<file path="src/rtl/display_pkg.sv">
// Shared scan-state encoding and active-high 7-segment constants {g,f,e,d,c,b,a}.
package display_pkg;

  typedef enum logic [1:0] {
    DIG_SIGN = 2'd0,
    DIG_TENS = 2'd1,
    DIG_ONES = 2'd2
  } scan_state_e;

  localparam logic [6:0] SEG_BLANK = 7'h00;
  localparam logic [6:0] SEG_MINUS = 7'h40;

  // Index 0 is the rightmost element: SEG_DIGIT[0] = '0', SEG_DIGIT[9] = '9'.
  localparam logic [9:0][6:0] SEG_DIGIT = {
    7'h6F, 7'h7F, 7'h07, 7'h7D, 7'h6D,
    7'h66, 7'h4F, 7'h5B, 7'h06, 7'h3F
  };

endpackage

</file>
<file path="src/rtl/result_display_scan_seg7_decode.sv">
// BCD digit to active-high 7-segment pattern; codes above 9 show blank.
module seg7_decode
  import display_pkg::*;
(
  input  logic [3:0] digit,
  output logic [6:0] pattern
);

  // Table lookup with a blank fallback for non-BCD codes.
  always_comb begin
    pattern = SEG_BLANK;
    if (digit <= 4'd9) begin
      pattern = SEG_DIGIT[digit];
    end
  end

endmodule

</file>
<file path="src/rtl/result_display_scan.sv">
// Captures the adder/subtractor sum on a synchronised load edge and scans it
// onto a 3-digit multiplexed display as sign, tens, ones.
module result_display_scan
  import display_pkg::*;
#(
  parameter int SCAN_BITS      = 16,
  parameter bit SEG_ACTIVE_LOW = 1'b1
) (
  input  logic       clk,
  input  logic       rst,
  input  logic [4:0] sum_in,
  input  logic       load,
  output logic [4:0] result_q,
  output logic       neg,
  output logic [2:0] an,
  output logic [6:0] seg
);

  localparam logic [2:0] AN_OFF  = SEG_ACTIVE_LOW ? 3'b111 : 3'b000;
  localparam logic [6:0] SEG_OFF = SEG_ACTIVE_LOW ? 7'h7F : 7'h00;

  logic                 s1_q, s2_q, s3_q;
  logic                 capture;
  logic [SCAN_BITS-1:0] cnt_q;
  logic                 cnt_wrap;
  scan_state_e          state_q, state_d;
  logic [2:0]           an_q, an_d;
  logic [6:0]           seg_q, seg_d;
  logic [4:0]           mag;
  logic                 tens;
  logic [3:0]           ones;
  logic [6:0]           ones_pat;

  // Two-flop synchroniser for the raw button plus an edge-history flop.
  always_ff @(posedge clk or posedge rst) begin
    if (rst) begin
      s1_q <= 1'b0;
      s2_q <= 1'b0;
      s3_q <= 1'b0;
    end else begin
      s1_q <= load;
      s2_q <= s1_q;
      s3_q <= s2_q;
    end
  end

  assign capture = s2_q & ~s3_q;

  // Hold the sum captured on the most recent rising edge of load.
  always_ff @(posedge clk or posedge rst) begin
    if (rst) begin
      result_q <= 5'd0;
    end else if (capture) begin
      result_q <= sum_in;
    end
  end

  assign neg = result_q[4];

  // Magnitude is 0..16; -16 wraps to 5'b10000, which reads as 16 unsigned.
  assign mag  = neg ? (~result_q + 5'd1) : result_q;
  assign tens = (mag >= 5'd10);
  // For 10..16 the low nibble minus 10 (mod 16) gives 0..6, including 16 -> 6.
  assign ones = tens ? (mag[3:0] - 4'd10) : mag[3:0];

  seg7_decode u_ones_decode (
    .digit   (ones),
    .pattern (ones_pat)
  );

  // Free-running dwell counter; its wrap paces the digit scan.
  always_ff @(posedge clk or posedge rst) begin
    if (rst) begin
      cnt_q <= '0;
    end else begin
      cnt_q <= cnt_q + 1'b1;
    end
  end

  assign cnt_wrap = &cnt_q;

  // Scan state register.
  always_ff @(posedge clk or posedge rst) begin
    if (rst) begin
      state_q <= DIG_SIGN;
    end else begin
      state_q <= state_d;
    end
  end

  // Next scan state and the digit enable/pattern for the current state.
  always_comb begin
    state_d = state_q;
    an_d    = AN_OFF;
    seg_d   = SEG_OFF;
    unique case (state_q)
      DIG_SIGN: begin
        if (cnt_wrap) state_d = DIG_TENS;
        an_d  = 3'b100;
        seg_d = neg ? SEG_MINUS : SEG_BLANK;
      end
      DIG_TENS: begin
        if (cnt_wrap) state_d = DIG_ONES;
        an_d  = 3'b010;
        seg_d = tens ? SEG_DIGIT[1] : SEG_BLANK;
      end
      DIG_ONES: begin
        if (cnt_wrap) state_d = DIG_SIGN;
        an_d  = 3'b001;
        seg_d = ones_pat;
      end
      default: begin
        state_d = DIG_SIGN;
        an_d    = 3'b000;
        seg_d   = SEG_BLANK;
      end
    endcase
    if (SEG_ACTIVE_LOW) begin
      an_d  = ~an_d;
      seg_d = ~seg_d;
    end
  end

  // Enable and pattern are registered together so they always switch as a pair.
  always_ff @(posedge clk or posedge rst) begin
    if (rst) begin
      an_q  <= AN_OFF;
      seg_q <= SEG_OFF;
    end else begin
      an_q  <= an_d;
      seg_q <= seg_d;
    end
  end

  assign an  = an_q;
  assign seg = seg_q;

endmodule

</file>
<file path="config.mk">
export PLATFORM = sky130hd
export DESIGN_NAME = result_display_scan
export DESIGN_NICKNAME = d
export VERILOG_FILES = /design/src/rtl/display_pkg.sv /design/src/rtl/result_display_scan_seg7_decode.sv /design/src/rtl/result_display_scan.sv
export SDC_FILE = /design/constraint.sdc
export NUM_CORES = 1
export LEC_CHECK = 0
export CAP_MARGIN = 5
export CORE_MARGIN = 8
export CORE_UTILIZATION = 55
export DETAILED_ROUTE_END_ITERATION = 8
export PLACE_DENSITY_LB_ADDON = 0.08
export REMOVE_ABC_BUFFERS = 1
export SYNTH_ARGS = -nofsm -noshare
export SYNTH_HDL_FRONTEND = slang
export SYNTH_SLANG_ARGS = --single-unit
export TNS_END_PERCENT = 20
</file>
<file path="constraint.sdc">
create_clock -name clk -period 5.95 [get_ports clk]
set_input_delay 0.8925 -clock clk [delete_from_list [all_inputs] [get_ports clk]]
set_output_delay 0.8925 -clock clk [all_outputs]
set_load 0.03 [all_outputs]
</file>
==> metrics <==
CP Max Fanout 11; Yosys warnings 0; Initial Util 0.576; Final nets 216; hold_buf cts 0; clock share of power 0.221; TNS Setup 0 ns; global route total overflow 0; Die Area ~5700 um^2; Psw 208 uW; FP Rows 21; EDFF count, synth 0; Async SR Flop Fraction 1.00; Worst path slowest cell dfrtp_1; Data required, critical path between 6 and 7 ns; clock sinks 36; critical path launch point type flop; Max Cap Viol 0; Static Leak 0.972 nW; internal power 398 uW; Sw Ratio 0.343; cts repair resizes 0; Mapped Area 1940 um^2; fmax 285 MHz; number of nets with antenna violations after routing 0; crit-path cells inv_1 > ha_1 > mux2i_4 > ha_1 > nand4_1 > a21oi_1 > mux2i_1 > nor2_1 > a311oi_1; antenna diode count 0; register area share after synthesis 0.472; Seq cells post-synth 36; htree depth 2; vias per inst 5.55; Clk Latency, worst-skew pair 0.33 ns; dpl cell area 2160 um^2; Final Instance Count excl. Fillers 250; PD cells 273 nW/um^2; post-CTS setup buffers 0; commonest non-fill, non-tap cell in the layout dfrtp_1; most used cell, CP ha_1; status finished, final reports clean; drt total wl 3720 um; die extent in x 75.3 um; core area between 3000 and 4000 um^2; Buf/Inv on CP 1; final hold violations 0; sequential fraction of design power 0.453; drt drc 0; Syn-to-layout area delta 14.7%; Largest stage delay, worst path 0.62 ns; hpwl dp 2650 um; post-DR wirelength/cell 14.9 um; Fin Hold WS 0.357 ns; RSZ-0062 raised after global routing false; Hold Crit Class reg2reg; Iter 0 DRT Violations 135; Cells after Synth approximately 180; crit path time final 3.51 ns; initial antenna violation count 0; first-pass GRT wire length 6550 um; period utilisation layout 0.590; pin slew with the least headroom to its limit 0.842 ns; Die Y 75.3 um; I/O Pins 24; Clock Path Buffers 2; CP top delay family adder cells; top_reg_cell synth dfrtp_1; crit path DAT 3.74 ns; CTS tree yes; Comb power frac 0.326; Syn Area/Cell 10.6 um^2; pin count of the biggest net entering global routing 31; Fin Clk Skew 0.00474 ns; Placed Cells 242; number of CTS-inserted buffers 5; Unique masters post-synth 47; share of cells above drive strength 1 0.142; vias between 1,000 and 1,500; GRT Total Usage 0.152; maximum VDD drop between 150 and 200 uV; IO buf count 23; fin. max-slew vios 0; most frequent cells in the layout dfrtp_1, clkdlybuf4s50_1, xnor2_1; vias in the first global route 1,429; Root Driver clkbuf_4; Clk pin slew, worst setup/hold paths 0.10 ns; Setup Crit Path Kind reg2reg; RD Place Congestion 0.840; CP Capture Type flop; first drt pass iteration count 4; Slew HR 0.439; design area 2220 um^2; Final setup viols 0
-- cell usage after synthesis, types with 3 or more instances --
| cell type | instances | area (um^2) |
|---|---|---|
| a21oi_1 | 5 | 25.0 |
| and3_1 | 9 | 56.3 |
| buf_4 | 6 | 45.0 |
| clkbuf_1 | 3 | 11.3 |
| dfrtp_1 | 26 | 651 |
| dfstp_2 | 10 | 263 |
| ha_1 | 5 | 62.6 |
| inv_1 | 8 | 30.0 |
| nand2_1 | 13 | 48.8 |
| nand2b_1 | 4 | 25.0 |
| nand3_1 | 11 | 55.1 |
| nand4b_1 | 3 | 26.3 |
| nor2_1 | 10 | 37.5 |
| nor2b_1 | 5 | 31.3 |
| o21ai_0 | 7 | 35.0 |
| xnor2_1 | 14 | 123 |
| xor2_1 | 7 | 61.3 |
-- path summary, 6_finish.rpt --
kind	startpoint	end	slack, ns	cells after the start
worst max-delay path	result_q[0]	seg[1]	2.44	9
max in group asynchronous	rst	seg[0]	4.50	3
min in group asynchronous	rst	s1_q	0.77	2
worst min-delay path	s1_q	s2_q	0.36	0
worst max register to register	result_q[0]	seg[1]	2.44	9
worst min register to register	s1_q	s2_q	0.36	0
-- routing by layer --
metal  wire length (um)  up-vias  track usage  part of all wire
met2               1700       43        0.238              0.46
met3                216        7       0.0474             0.058
met1               1750      661        0.185              0.47
met5                  0        -            0                 0
li1                   -      676            -                 -
met4                 57        0       0.0725             0.015
-- stage by stage --
| stage | util | total power, mW | setup slack, ns |
|---|---|---|---|
| global route | 0.661 | 0.646 | 2.18 |
| CTS | 0.661 | 0.610 | 2.52 |
| finish | 0.661 | 0.606 | 2.44 |
| global placement | 0.642 | 0.468 | 2.70 |
| detailed placement | 0.642 | 0.471 | 2.55 |
| floorplan | - | 0.421 | 2.71 |
-- worst reg2reg max path: cells and delay by family, from the launching register on --
family,cells,cell delay [ns]
adders and majority gates,2,0.89
muxes,2,0.75
DFF,1,0.62
AOI/OAI and AO/OA,2,0.62
and+or+nand+nor,2,0.33
buffers and inverters,1,0.20
-- power groups by stage --
stage / sequential (mW) / clock (mW) / combinational, mW
after global routing: 0.277 / 0.151 / 0.218
after CTS: 0.274 / 0.141 / 0.195
after global placement: 0.278 / 0 / 0.190
after floorplan: 0.287 / 0 / 0.134
final: 0.274 / 0.134 / 0.197
after detailed placement: 0.278 / 0 / 0.193
-- area by class of cell --
| cell class | count | area (um^2) |
|---|---|---|
| Tap cell | 46 | 57.6 |
| Fill cell | 279 | 1140 |
| Clock buffer | 7 | 55.1 |
| Inverter | 8 | 30.0 |
| Timing Repair Buffer | 24 | 238 |
| Sequential cell | 36 | 913 |
| Multi-Input combinational cell | 128 | 921 |
| Clock inverter | 1 | 7.51 |
-- kinds of logic after synthesis --
| group | Yosys count | share of synthesized area |
|---|---|---|
| flip-flops | 36 | 0.472 |
| adder cells (fa/ha/maj) | 5 | 0.0323 |
| multiplexers | 5 | 0.0336 |
| AND/OR/NAND/NOR | 67 | 0.193 |
| buffers and inverters | 19 | 0.0530 |
| AO/OA/AOI/OAI | 30 | 0.121 |
| XOR/XNOR | 21 | 0.0950 |
-- registers in the layout (all words and copies together), names as in the netlist --
register and flops:
cnt_q 16, seg 7, result_q 5, an 3
state_q 2, s1_q 1, s2_q 1, s3_q 1
No activity file was read; power rests on OpenSTA's default activity.
